**config.mk**
```make
export PLATFORM = sky130hd
export DESIGN_NAME = regfile_wb_arbiter
export DESIGN_NICKNAME = d
export VERILOG_FILES = /design/src/rtl/regfile_pkg.sv /design/src/rtl/regfile_wb_arbiter_rr_arbiter.sv /design/src/rtl/regfile_wb_arbiter.sv
export SDC_FILE = /design/constraint.sdc
export NUM_CORES = 1
export LEC_CHECK = 0
export BUFFER_PORTS_ARGS = -buffer_cell sky130_fd_sc_hd__buf_4
export CORE_MARGIN = 4
export CORE_UTILIZATION = 44
export DETAILED_ROUTE_END_ITERATION = 7
export PLACE_DENSITY = 0.81
export SYNTH_ARGS = -nofsm -noshare
export SYNTH_HDL_FRONTEND = slang
export SYNTH_SLANG_ARGS = --single-unit
```
**constraint.sdc**
```tcl
create_clock -name i_clk -period 3.15 [get_ports i_clk]
set_clock_uncertainty 0.05 [all_clocks]
set_input_delay 0.63 -clock i_clk [delete_from_list [all_inputs] [get_ports i_clk]]
set_output_delay 0.63 -clock i_clk [all_outputs]
set_load 0.02 [all_outputs]
```
**src/rtl/regfile_pkg.sv**
```systemverilog
// Shared definitions for the register file writeback path: default widths,
// requester indices and the writeback request record.
package regfile_pkg;

    localparam int DEF_DATA_WIDTH = 32;
    localparam int DEF_ADDR_WIDTH = 5;
    localparam int NUM_REGS       = 1 << DEF_ADDR_WIDTH;

    // Pointer/index width covers the largest supported requester count (8).
    localparam int MAX_REQ   = 8;
    localparam int PTR_WIDTH = 3;

    localparam int REQ_ALU = 0;
    localparam int REQ_LSU = 1;
    localparam int REQ_MDU = 2;

    typedef struct packed {
        logic [DEF_ADDR_WIDTH-1:0] addr;
        logic [DEF_DATA_WIDTH-1:0] data;
    } wb_req_t;

    // The input is one-hot, so OR-ing the set bit positions yields its index.
    function automatic logic [PTR_WIDTH-1:0] onehot_to_idx(input logic [MAX_REQ-1:0] onehot);
        logic [PTR_WIDTH-1:0] idx;
        idx = '0;
        for (int i = 0; i < MAX_REQ; i++) begin
            if (onehot[i]) begin
                idx = idx | PTR_WIDTH'(i);
            end
        end
        return idx;
    endfunction

endpackage

```
**src/rtl/regfile_wb_arbiter_rr_arbiter.sv**
```systemverilog
// Combinational round-robin arbiter: the first requester at or after ptr
// (wrapping modulo NUM_REQ) receives a one-hot grant.
module rr_arbiter
    import regfile_pkg::*;
#(
    parameter int NUM_REQ = 3
) (
    input  logic [NUM_REQ-1:0]   req,
    input  logic [PTR_WIDTH-1:0] ptr,
    output logic [NUM_REQ-1:0]   grant
);

    localparam logic [NUM_REQ-1:0] ONE = NUM_REQ'(1);

    logic [NUM_REQ-1:0] rotated;
    logic [NUM_REQ-1:0] first;

    // Rotate so ptr sits at bit 0, keep the lowest set bit, rotate back.
    always_comb begin
        rotated = NUM_REQ'({req, req} >> ptr);
        first   = rotated & (~rotated + ONE);
        grant   = NUM_REQ'(({first, first} << ptr) >> NUM_REQ);
    end

endmodule

```
**src/rtl/regfile_wb_arbiter.sv**
```systemverilog
// Shares the register file write port among NUM_REQ writeback units with a
// round-robin arbiter, registers the winning write, and tracks pending writes.
module regfile_wb_arbiter
    import regfile_pkg::*;
#(
    parameter int DATA_WIDTH = DEF_DATA_WIDTH,
    parameter int ADDR_WIDTH = DEF_ADDR_WIDTH,
    parameter int NUM_REQ    = 3
) (
    input  logic                             i_clk,
    input  logic                             i_rst,
    input  logic [NUM_REQ-1:0]               i_req_valid,
    input  logic [NUM_REQ*ADDR_WIDTH-1:0]    i_req_addr,
    input  logic [NUM_REQ*DATA_WIDTH-1:0]    i_req_data,
    output logic [NUM_REQ-1:0]               o_req_ready,
    input  logic                             i_claim_valid,
    input  logic [ADDR_WIDTH-1:0]            i_claim_addr,
    output logic                             o_rf_we,
    output logic [ADDR_WIDTH-1:0]            o_rf_addr,
    output logic [DATA_WIDTH-1:0]            o_rf_data,
    output logic [(1<<ADDR_WIDTH)-1:0]       o_pending
);

    localparam int NREGS = 1 << ADDR_WIDTH;
    localparam logic [PTR_WIDTH-1:0] LAST_IDX = PTR_WIDTH'(NUM_REQ - 1);

    logic [PTR_WIDTH-1:0]  ptr;
    logic [PTR_WIDTH-1:0]  ptr_nxt;
    logic [PTR_WIDTH-1:0]  grant_idx;
    logic [NUM_REQ-1:0]    grant;
    logic                  xfer;
    logic                  wr_en;
    logic [ADDR_WIDTH-1:0] sel_addr;
    logic [DATA_WIDTH-1:0] sel_data;
    logic [NREGS-1:0]      pending;
    logic [NREGS-1:0]      pending_nxt;

    rr_arbiter #(
        .NUM_REQ (NUM_REQ)
    ) u_arb (
        .req   (i_req_valid),
        .ptr   (ptr),
        .grant (grant)
    );

    always_comb begin
        o_req_ready = i_rst ? '0 : grant;
        xfer        = |o_req_ready;
        grant_idx   = onehot_to_idx(MAX_REQ'(grant));
    end

    // Grant is one-hot, so an AND-OR mux selects the winning payload.
    always_comb begin
        sel_addr = '0;
        sel_data = '0;
        for (int k = 0; k < NUM_REQ; k++) begin
            sel_addr = sel_addr | ({ADDR_WIDTH{grant[k]}} & i_req_addr[k*ADDR_WIDTH +: ADDR_WIDTH]);
            sel_data = sel_data | ({DATA_WIDTH{grant[k]}} & i_req_data[k*DATA_WIDTH +: DATA_WIDTH]);
        end
        wr_en = xfer && (sel_addr != '0);
    end

    always_comb begin
        ptr_nxt = ptr;
        if (xfer) begin
            ptr_nxt = (grant_idx == LAST_IDX) ? '0 : grant_idx + PTR_WIDTH'(1);
        end
    end

    // Claim is applied after the clear so a same-address claim keeps the bit set.
    always_comb begin
        pending_nxt = pending;
        if (xfer) begin
            pending_nxt[sel_addr] = 1'b0;
        end
        if (i_claim_valid) begin
            pending_nxt[i_claim_addr] = 1'b1;
        end
        pending_nxt[0] = 1'b0;
    end

    always_ff @(posedge i_clk) begin
        if (i_rst) begin
            ptr       <= '0;
            pending   <= '0;
            o_rf_we   <= 1'b0;
            o_rf_addr <= '0;
            o_rf_data <= '0;
        end else begin
            ptr     <= ptr_nxt;
            pending <= pending_nxt;
            o_rf_we <= wr_en;
            if (wr_en) begin
                o_rf_addr <= sel_addr;
                o_rf_data <= sel_data;
            end
        end
    end

    assign o_pending = pending;

endmodule
```
# Word level (Yosys, flattened, before mapping)
# Cells that the tools add are included.
[word_totals] wordCells=45 input_bits=122 output_inout_bits=73 reg_bits=73
[classes] order_cmp=4 reduce_logical=5 n_eq_ne=1 n_addsub=2 mux=10 shifts=2 bitwise_logic=15
[op_table] operator="$and 32x32->32" count=4
[op_table] operator="$or 32x32->32" count=3
[op_table] operator="$mux 32" count=2
[op_table] operator="$not 32->32" count=1
[op_table] operator="$and 5x5->5" count=3
[op_table] operator="$lt 5x6->1 const B" count=2
[op_table] operator="$demux 1 s5" count=2
[op_table] operator="$ge 5x1->1 const B" count=2
[op_table] operator="$or 5x5->5" count=2
[op_table] operator="$mux 3" count=2
[op_table] operator="$shl 6x3->6" count=1
[op_table] operator="$shr 6x3->3" count=1
[op_table] operator="$reduce_bool 5->1" count=1
[op_table] operator="$add 2x1->3 const B" count=1
[op_table] operator="$add 3x1->3 const B" count=1
[op_table] operator="$and 3x3->3" count=1
[op_table] operator="$logic_and 1x1->1" count=3
[op_table] operator="$mux 1" count=3
[op_table] operator="$not 3->3" count=1
[op_table] operator="$reduce_or 3->1" count=1
[op_table] operator="$eq 2x2->1 const B" count=1
[op_table] operator="$mux 2" count=1

# Longest topological paths before layout
# Gate-level depths: netlist of run 1.
[logic_depth] depth_word=17 mapped_depth=10 mapped_depth_nobuf=7

# Cells and area by module
# Synthesis of run 1 repeated with hierarchy kept, for this count alone.
[unflattened] cells_unflattened=354 area_unflattened_um2=3283.1
[by_module_without_submodules] module="regfile_wb_arbiter" area_each_um2=3184.3 cells_per_inst=338 instances=1
[by_module_without_submodules] module="rr_arbiter" area_each_um2=98.8 cells_per_inst=16 instances=1

# Worst setup path before layout of run 1
# No wires, ideal clock.
[synth_timing] kind="input port to flip-flop" from="input i_req_valid[0]" to="register o_rf_data[10]" arrival_ps=2548 setup_time_ps=119 path_slack_ps=433 cell_stages=9 cell_sequence="nand2b_1 a21oi_2 nor2_1 buf_2 a222oi_1 and4_1 a21oi_2 buf_2 o221a_1"
[synth_via] elab_chain_len=10 word_cells_on_any_way=19
[synth_lines] item="start, declared" line="regfile_wb_arbiter.sv:12" text="input logic [NUM_REQ-1:0] i_req_valid,"
[synth_lines] item="$shr 6x3->3 *" line="regfile_wb_arbiter_rr_arbiter.sv:20" text="rotated = NUM_REQ'({req, req} >> ptr);"
[synth_lines] item="$not 3->3" line="regfile_wb_arbiter_rr_arbiter.sv:21" text="first = rotated & (~rotated + ONE);"
[synth_lines] item="$add 3x1->3" line="regfile_wb_arbiter_rr_arbiter.sv:21"
[synth_lines] item="$and 3x3->3 *" line="regfile_wb_arbiter_rr_arbiter.sv:21"
[synth_lines] item="$shl 6x3->6 *" line="regfile_wb_arbiter_rr_arbiter.sv:22" text="grant = NUM_REQ'(({first, first} << ptr) >> NUM_REQ);"
[synth_lines] item="$and 5x5->5" line="regfile_wb_arbiter.sv:57" text="sel_addr = sel_addr | ({ADDR_WIDTH{grant[k]}} & i_req_addr[k*ADDR_WIDTH +: ADDR_WIDTH]);"
[synth_lines] item="$or 5x5->5 (2 in series)" line="regfile_wb_arbiter.sv:57"
[synth_lines] item="$reduce_bool 5->1" line="regfile_wb_arbiter.sv:60" text="wr_en = xfer && (sel_addr != '0);"
[synth_lines] item="$logic_and 1x1->1" line="regfile_wb_arbiter.sv:60"
[synth_lines] item="end signal, assigned" line="regfile_wb_arbiter.sv:95" text="o_rf_data <= sel_data;"
[synth_lines] item="end, declared" line="regfile_wb_arbiter.sv:20" text="output logic [DATA_WIDTH-1:0] o_rf_data,"
# Mark *: on every way between the ends. The rest lies on a longest branch, timed or not.
# A chain may end at the register's enable or synchronous reset.

# Worst setup path after layout of run 1
[layout_timing] from="register ptr[0]" to="output o_req_ready[2]"
[layout_via] elab_chain_len=6
[layout_lines] item="start, declared" line="regfile_wb_arbiter.sv:27" text="logic [PTR_WIDTH-1:0] ptr;"
[layout_lines] item="start signal, assigned" line="regfile_wb_arbiter.sv:90" text="ptr <= ptr_nxt;"
[layout_lines] item="$shr 6x3->3" line="regfile_wb_arbiter_rr_arbiter.sv:20"
[layout_lines] item="$not 3->3" line="regfile_wb_arbiter_rr_arbiter.sv:21"
[layout_lines] item="$add 3x1->3" line="regfile_wb_arbiter_rr_arbiter.sv:21"
[layout_lines] item="$and 3x3->3" line="regfile_wb_arbiter_rr_arbiter.sv:21"
[layout_lines] item="$shl 6x3->6 *" line="regfile_wb_arbiter_rr_arbiter.sv:22"
[layout_lines] item="$mux 3 *" line="regfile_wb_arbiter.sv:47" text="o_req_ready = i_rst ? '0 : grant;"
[layout_lines] item="end, declared" line="regfile_wb_arbiter.sv:15" text="output logic [NUM_REQ-1:0] o_req_ready,"
# Marks and branches as above.

==> impl_metrics.yaml, run 1 <==
finish:
  antennaDiodeCount: 0
  synthToLayoutAreaGrowth_pct: 52.16
  nets: 659
  multi_input_area_um2: 1722
  seqCellArea_um2: 1441
  stdcell_count: 641
  layout-drive-gt1-share_pct: 43.54
  fillers: 597
worst_setup_path:
  cp_data_arrival_time_ns: 2.12
  cpPeakStageDelay_ns: 0.47
  worstPathRequired_ns: 2.47
  path_cells: "nor3b_1 > a31oi_1 > a21boi_4 > buf_4 > and2_1 > buf_4"
  end_kind: "output port"
  cp_max_fo: 23
  path_class: "reg2out"
  cp_common_cell: "buf_4"
  critPathSlowestCell: "dfxtp_1"
  startpoint_type: "flop"
floorplan:
  core_um2: 7292
  die_area_um2: 9010
  die_y_um: 94.92
  num_rows: 31
  pin_count: 195
  die_x_um: 94.92
  initial_core_util_pct: 45.59
placement:
  io_buffers: 193
  dp_slack_ns: 0.3622
  dp_hpwl_um: 9318
  placedCellCount: 625
  place.gp.congestion: 0.8673
route:
  first_pass_iters: 5
  ant_nets: 0
  via_count: 3899
  routedWlPerCell_um: 19.41
  drt_iter0_markers: 336
  drc: 0
  viasPerCell: 6.083
  routed_wirelength_um: 12450
sta:
  hold_viol_final: 0
  fmax_mhz: 357.0
  maxSlewViolCount: 0
  fin_setup_tns_ns: 0
  rsz0062_at_grt: "false"
  min_period_ns: 2.801
  final-setup-viol-count: 0
  fin_ws_ns: 0.3488
  post-route-period-util_pct: 88.93
pwr:
  power.leakage_nw: 2.168
  p_per_area_nw_per_um2: 485.2
  vdd_drop_max_uv: 329.1
clock_network:
  worstSkewPairLatency_ns: 0.33
  cts_root_buf: "clkbuf_8"
  htree_levels: 3
  cts.sink_count: 72
  cts_setup_buffers: 0
  post_cts_resized: 0
  path_clk_slew_ns: 0.08
  hold_buffers: 0
  cts_tree: "done"
  cts_buffers: 9
  clk_path_buf_depth: 2
logic_synthesis:
  ys_ff_latch: 72
  syn_inst: 353
  synthDistinctLibCells: 41
  synth_fp_nets: 475
  syn-cell-area_um2: 3324
  yosysSeqAreaShare_pct: 43.36
  synth_area_per_cell_um2: 9.418
  yosys_warnings: 0
global_route:
  grt_pass1_vias: 3644
  grt_pass1_wl_um: 18150
  track_usage_pct: 25.74
  grt_overflow_total: 0
  antenna_found_initial: 0
  grt_max_degree: 34
flow_run:
  cap_violations: 0
outcome:
  status: "finished clean"
worst_hold_path:
  hold_path_class: "reg2reg"
[synthesized netlist by cell type, drive strengths merged]
library cell | number | share of area [%]
a41o | 1 | 0.30
o31a | 1 | 0.26
a221oi | 2 | 0.53
and2 | 2 | 0.38
and4 | 1 | 0.26
o31ai | 1 | 0.23
a21oi | 9 | 1.6
or3b | 2 | 0.53
a31o | 1 | 0.26
o21bai | 1 | 0.23
nand3 | 10 | 1.5
a21boi | 1 | 0.23
inv | 2 | 0.23
dfxtp | 72 | 43
nor3b | 3 | 0.68
and3 | 2 | 0.38
or3 | 7 | 1.3
o22ai | 1 | 0.19
a222oi | 35 | 11
nand3b | 5 | 1.1
o21ai | 34 | 5.1
a221o | 2 | 0.60
nand2b | 3 | 0.56
o221a | 32 | 11
nor2 | 11 | 1.2
nand4 | 1 | 0.19
o211ai | 31 | 7.0
clkbuf | 24 | 2.7
nor2b | 1 | 0.19
a31oi | 1 | 0.19
nor3 | 3 | 0.45
buf | 12 | 2.4
conb | 1 | 0.11
nand2 | 38 | 4.3
[layout make-up]
class / count / area share, %
inverters: 2 / 0.1484
clock inverters: 7 / 1.410
well taps: 99 / 2.449
flip-flops and latches: 72 / 28.49
repair buffers: 209 / 31.02
multi-input cells: 243 / 34.03
clock buffers: 9 / 2.449
[power breakdown]
group / leakage [nW] / switching, mW / internal (mW) / total, mW
registers: 0.589 / 0.0464 / 0.978 / 1.02
clock network: 0.0916 / 0.350 / 0.365 / 0.716
logic: 1.49 / 0.384 / 0.330 / 0.714
[flip-flops by register name, indices dropped and copies added, names as in the netlist]
signal     count
o_rf_data     32
o_rf_addr      5
o_rf_we        1
ptr            3
o_pending     31
[layout by cell type, fill, tap and decap left out, types with 3 or more instances in the layout]
cell,n
a222oi_1,35
dfxtp_1,72
nand2b_1,3
nor2_1,9
buf_4,209
o21ai_0,33
o211ai_1,31
nand2_1,38
nor3_1,3
nor3b_1,3
a21oi_1,7
clkinvlp_4,3
o221a_1,30
clkbuf_8,9
nand3b_1,5
or3_1,7
nand3_1,10
[worst paths after layout]
kind                             start                         end  slack [ns]  cells past startpoint
min reg2reg  o_rf_addr[3]$_SDFFE_PP0P_   o_rf_addr[3]$_SDFFE_PP0P_        0.44                      2
max                ptr[0]$_SDFFE_PP0N_              o_req_ready[2]        0.35                      6
min          o_rf_addr[3]$_SDFFE_PP0P_   o_rf_addr[3]$_SDFFE_PP0P_        0.44                      2
max reg2reg        ptr[0]$_SDFFE_PP0N_  o_rf_data[28]$_SDFFE_PP0P_        0.54                      8
[layer usage]
metal	wire length, um	GRT usage [%]	up-vias
met5	0	0	-
met4	178	9.375	0
met3	1280	5.418	14
met2	6373	45.74	211
met1	4614	30.36	1862
li1	-	-	1812
[cells by family (layout without fill, tap and decap cells)]
| family | after synthesis | after routing | synth area share [%] |
|---|---|---|---|
| AO/OA/AOI/OAI | 153 | 153 | 38.09 |
| flip-flops | 72 | 72 | 43.36 |
| other | 1 | 1 | 0.1128 |
| AND/OR/NAND/NOR | 89 | 89 | 13.10 |
| buffers and inverters | 38 | 227 | 5.344 |
[worst max-delay path, delay by kind of cell (launching register included)]
family | cells | cell delay [ns]
buffers and inverters | 2 | 0.45
flip-flops | 1 | 0.47
AND/OR/NAND/NOR | 2 | 0.44
AO/OA/AOI/OAI | 2 | 0.41
[through the flow]
step	instance area (um2)	utilization [%]	hold slack, ns	power, mW
after global placement	4863	66.70	0.4222	1.740
after detailed placement	4863	66.70	0.4343	1.755
after CTS	5059	69.37	0.4456	2.462
after floorplan	3324	-	0.4404	1.419
after global routing	5059	69.37	0.4624	2.560
final	5059	69.37	0.4439	2.454
(Power assumes the default switching activity.)
==> run 2: changes to the inputs <==
SLEW_MARGIN = 40   (was not set)
SYNTH_HIERARCHICAL = 1   (was not set)
==> impl_metrics.yaml, run 2 <==
logic_synthesis:
  yosys_warnings: 6
  synth_flop_cell: "dfxtp_1"
  yosys-top-cells-count: "72 x dfxtp_1, 37 x a222oi_1, 36 x nand3_1"
  async_reset_ff_share_pct: 0
  ys_ff_latch: 72
  synth_top_area_cell: "dfxtp_1"
  synth.top_cells.by_area: "dfxtp_1 44%, a222oi_1 11%, o22ai_1 6.1%, nand3_1 5.5%, o21ai_0 4.0%"
  syn-cell-area_um2: 3283
  syn_inst: 354
  synth.top_cell.area_share_pct: 43.90
  synth.most_common_cell: "dfxtp_1"
  synthDistinctLibCells: 45
  yosysSeqAreaShare_pct: 43.90
  synth_edf_count: 0
  synth_area_per_cell_um2: 9.274
  synth_fp_nets: 476
floorplan:
  die_y_um: 94.38
  pin_count: 195
  die_area_um2: 8908
  initial_core_util_pct: 45.26
  die_x_um: 94.38
  num_rows: 31
  core_um2: 7253
global_route:
  antenna_found_initial: 0
  grt_pass1_wl_um: 18440
  grt_pass1_vias: 3762
  grt_overflow_total: 0
  track_usage_pct: 26.33
  grt_max_degree: 54
finish:
  fillers: 582
  seqCellArea_um2: 1441
  final_common_cell: "buf_4"
  synthToLayoutAreaGrowth_pct: 53.89
  layout-drive-gt1-share_pct: 44.81
  antennaDiodeCount: 0
  multi_input_area_um2: 1644
  regMostFlops: "o_rf_data"
  largest_register_ffs: 32
  nets: 658
  stdcell_count: 639
  layout_common_cells: "207 x buf_4, 72 x dfxtp_1, 37 x a222oi_1"
route:
  routedWlPerCell_um: 19.49
  via_count: 3903
  first_pass_iters: 5
  drc: 0
  viasPerCell: 6.108
  ant_nets: 0
  drt_iter0_markers: 313
  routed_wirelength_um: 12450
sta:
  final-setup-viol-count: 0
  fmax_mhz: 344.8
  min_period_ns: 2.901
  hold_viol_final: 0
  fin_hold_ws_ns: 0.4181
  slew_headroom_pct: 60.62
  tightest_slew_ns: 0.5907
  maxSlewViolCount: 0
  fin_setup_tns_ns: 0
  post-route-period-util_pct: 92.08
  rsz0062_at_grt: "false"
clock_network:
  htree_levels: 3
  hold_buffers: 0
  cts_root_buf: "clkbuf_8"
  cts_setup_buffers: 0
  post_cts_resized: 0
  path_clk_slew_ns: 0.07
  cts_buffers: 9
  clk_path_buf_depth: 2
  cts_tree: "done"
  worstSkewPairLatency_ns: 0.34
  cts.sink_count: 72
worst_setup_path:
  cp_data_arrival_time_ns: 2.22
  end_kind: "output port"
  cp_max_fo: 30
  path_class: "reg2out"
  worstPathRequired_ns: 2.47
  startpoint_type: "flop"
placement:
  placedCellCount: 624
  dp_hpwl_um: 9234
  place.gp.congestion: 0.8568
  io_buffers: 193
pwr:
  p_per_area_nw_per_um2: 492.6
  power.leakage_nw: 2.113
  vdd_drop_max_uv: 265.2
worst_hold_path:
  hold_path_class: "reg2reg"
flow_run:
  cap_violations: 0
outcome:
  status: "finished clean"
run 2: metrics by stage:
| stage | power (mW) | utilization [%] | instance area (um2) | setup slack, ns |
|---|---|---|---|---|
| 6_report | 2.489 | 69.66 | 5052 | 0.2494 |
| 5_1_grt | 2.582 | 69.66 | 5052 | 0.1316 |
| 4_1_cts | 2.497 | 69.59 | 5047 | 0.2829 |
| 3_5_place_dp | 1.742 | 66.74 | 4841 | 0.03984 |
| 3_3_place_gp | 1.724 | 66.74 | 4841 | 0.1508 |
| 2_1_floorplan | 1.407 | - | 3283 | 0.3203 |
run 2: final timing paths:
check | slack, ns | cells after the start | to | startpoint
hold reg to reg | 0.42 | 2 | o_pending[9]$_SDFF_PP0_ | o_pending[9]$_SDFF_PP0_
setup reg to reg | 0.39 | 8 | o_pending[22]$_SDFF_PP0_ | ptr[0]$_SDFFE_PP0N_
setup / recovery | 0.25 | 6 | o_req_ready[1] | ptr[2]$_SDFFE_PP0N_
hold / removal | 0.42 | 2 | o_pending[9]$_SDFF_PP0_ | o_pending[9]$_SDFF_PP0_
run 2: worst max-delay path: stages, from the launching register on:
cell and delay, ns:
dfxtp_1 0.47, nor2_1 0.10, o21ai_0 0.18, and4_2 0.42
buf_4 0.37, nor2b_1 0.18, buf_4 0.15
run 2: power breakdown:
group	internal (mW)	switching, mW	leakage (nW)
Combinational	0.322	0.402	1.42
Sequential	0.971	0.0369	0.587
Clock	0.427	0.330	0.102
Total	1.72	0.769	2.11
run 2: logic make-up after synthesis:
kind of cell,count (synthesis),synth area share (%)
other,1,0.1142
buffers and inverters,45,6.555
AOI/OAI and AO/OA,149,34.45
and+or+nand+nor,87,14.98
DFF,72,43.90
run 2: metal layers:
metal	vias up	GRT usage, %	share of wire [%]
met5	-	0	0
met4	0	10.47	2.9
met3	29	6.215	7.8
met2	203	45.51	52
met1	1862	31.46	37
li1	1809	-	-
run 2: layout make-up:
class | instances | area share, %
multi-input cells | 237 | 32.54
well taps | 99 | 2.452
clock inverters | 2 | 0.7429
inverters | 6 | 0.4458
flip-flops and latches | 72 | 28.53
repair buffers | 210 | 31.95
clock buffers | 13 | 3.343
==> run 3: changes to the inputs <==
BUFFER_PORTS_ARGS = -buffer_cell sky130_fd_sc_hd__clkbuf_2   (was -buffer_cell sky130_fd_sc_hd__buf_4)
==> impl_metrics.yaml, run 3 (synthesized netlist as in run 2, its figures left out) <==
floorplan:
  die_area_um2: 8908
  initial_core_util_pct: 45.26
  core_um2: 7253
  die_y_um: 94.38
  pin_count: 195
  die_x_um: 94.38
  num_rows: 31
route:
  routed_wirelength_um: 11780
  drt_iter0_markers: 509
  ant_nets: 0
  via_count: 3929
  routedWlPerCell_um: 18.43
  first_pass_iters: 8
  viasPerCell: 6.149
  drc: 2
global_route:
  grt_pass1_vias: 3662
  antenna_found_initial: 1
  grt_pass1_wl_um: 17480
  track_usage_pct: 24.76
  grt_max_degree: 49
  grt_overflow_total: 0
pwr:
  power.clock.fraction_pct: 30.4
  power.total_mw: 2.361
  internal-power_mw: 1.596
  power_switching_share_pct: 32.39
  vdd_drop_max_uv: 291.1
  seq_power_share_pct: 42.7
  p_per_area_nw_per_um2: 520.0
  switchingPower_mw: 0.7649
  power.leakage_nw: 1.971
  combPwrFrac_pct: 26.9
worst_setup_path:
  startpoint_type: "input pin"
  cp_common_cell: "o21ai_0"
  end_kind: "flop"
  reg2reg_to: "o_pending[30]$_SDFF_PP0_"
  path_cells: "clkbuf_2 > nor2b_1 > o21ai_0 > and4_2 > a222oi_1 > buf_4 > or4b_1 > o211ai_1 > o21ai_0"
  crit_start: "i_req_valid[2]"
  path_class: "in2reg"
  path_depth: 9
  cp_data_arrival_time_ns: 3.09
  critPathSlowestCell: "or4b_1"
  critPathTopFamily: "simple AND/OR/NAND/NOR gates"
  r2r_setup_slack_ns: 0.28
  worstPathRequired_ns: 3.31
  cpPeakStageDelay_ns: 0.61
  critPathBufInv: 2
  cp_max_fo: 15
  r2r_cells: 8
  regToRegStartpoint: "ptr[0]$_SDFFE_PP0N_"
  crit_end: "o_pending[30]$_SDFF_PP0_"
clock_network:
  cts_tree: "done"
  hold_buffers: 0
  clk_path_buf_depth: 2
  path_clk_slew_ns: 0.08
  cts_root_buf: "clkbuf_8"
  cts.sink_count: 72
  cts_setup_buffers: 0
  cts_buffers: 9
  htree_levels: 3
  post_cts_resized: 0
  worstSkewPairLatency_ns: 0.33
placement:
  placedCellCount: 624
  place.gp.congestion: 0.8648
  io_buffers: 193
  dp_hpwl_um: 8803
sta:
  rsz0062_at_grt: "false"
  post-route-period-util_pct: 92.86
  slew_headroom_pct: 47.37
  tightest_slew_ns: 0.7834
  min_period_ns: 2.925
  fmax_mhz: 341.9
  hold_viol_final: 0
  final-setup-viol-count: 0
  maxSlewViolCount: 0
finish:
  seqCellArea_um2: 1441
  final_common_cell: "clkbuf_2"
  largest_register_ffs: 32
  multi_input_area_um2: 1639
  stdcell_count: 639
  regMostFlops: "o_rf_data"
  nets: 658
  layout-drive-gt1-share_pct: 44.81
  fillers: 654
  antennaDiodeCount: 0
  synthToLayoutAreaGrowth_pct: 38.30
  layout_common_cells: "193 x clkbuf_2, 72 x dfxtp_1, 37 x a222oi_1"
flow_run:
  cap_violations: 0
worst_hold_path:
  hold_depth: 2
  hold_path_class: "reg2reg"
outcome:
  violations: "design-rule violations"
  status: "finished, violations left"
[run 3: cell count changes in the layout (fill, tap and decap cells not counted), sizes merged]
cell,before,now
clkinvlp,1,0
buf,210,17
clkbuf,13,203
clkinv,0,4
[run 3: final cells by class]
cell class / count / share of cell area (%)
Timing Repair Buffer: 210 / 24.63
Sequential cell: 72 / 31.74
Tap cell: 99 / 2.728
Multi-Input combinational cell: 237 / 36.10
Clock inverter: 5 / 1.268
Inverter: 6 / 0.4960
Clock buffer: 10 / 3.031
[run 3: metrics by stage]
step	setup WS (ns)	util, %	area [um2]	TNS, ns	hold slack (ns)
2_1_floorplan	0.3203	-	3283	0	0.4628
3_3_place_gp	0.1305	59.91	4345	0	0.4078
3_5_place_dp	-0.05625	59.91	4345	-0.2137	0.4184
4_1_cts	0.2942	62.60	4541	0	0.4293
5_1_grt	0.05187	62.60	4541	0	0.4476
6_report	0.2250	62.60	4541	0	0.4300
[run 3: worst min-delay path, cell delays in order, from the launching register on]
cell	delay [ns]
dfxtp_1	0.31
nand3_1	0.06
o22ai_1	0.06
[run 3: power groups by stage]
| stage | Combinational, mW | Sequential, mW | Clock [mW] |
|---|---|---|---|
| 2_1_floorplan | 0.312 | 1.09 | 0 |
| 6_report | 0.635 | 1.01 | 0.718 |
| 3_5_place_dp | 0.624 | 1.03 | 0 |
| 3_3_place_gp | 0.614 | 1.03 | 0 |
| 4_1_cts | 0.625 | 1.01 | 0.731 |
| 5_1_grt | 0.679 | 1.02 | 0.760 |
[run 3: worst min-delay path by stage]
stage / startpoint / to / slack (ns)
after floorplan: ptr[0]$_SDFFE_PP0N_ / ptr[0]$_SDFFE_PP0N_ / 0.46
after global placement: o_pending[9]$_SDFF_PP0_ / o_pending[9]$_SDFF_PP0_ / 0.41
after detailed placement: o_pending[25]$_SDFF_PP0_ / o_pending[25]$_SDFF_PP0_ / 0.42
after CTS: o_pending[25]$_SDFF_PP0_ / o_pending[25]$_SDFF_PP0_ / 0.43
after global routing: o_pending[25]$_SDFF_PP0_ / o_pending[25]$_SDFF_PP0_ / 0.45
final: o_rf_data[7]$_SDFFE_PP0P_ / o_rf_data[7]$_SDFFE_PP0P_ / 0.43
[run 3: metal layers]
metal  global-route usage [%]  wire length, um  up-vias
met4                    10.35              217        2
met3                    4.701              945       20
li1                         -                -     1809
met5                        0               19        -
met2                    43.38             6173      223
met1                    29.60             4420     1875
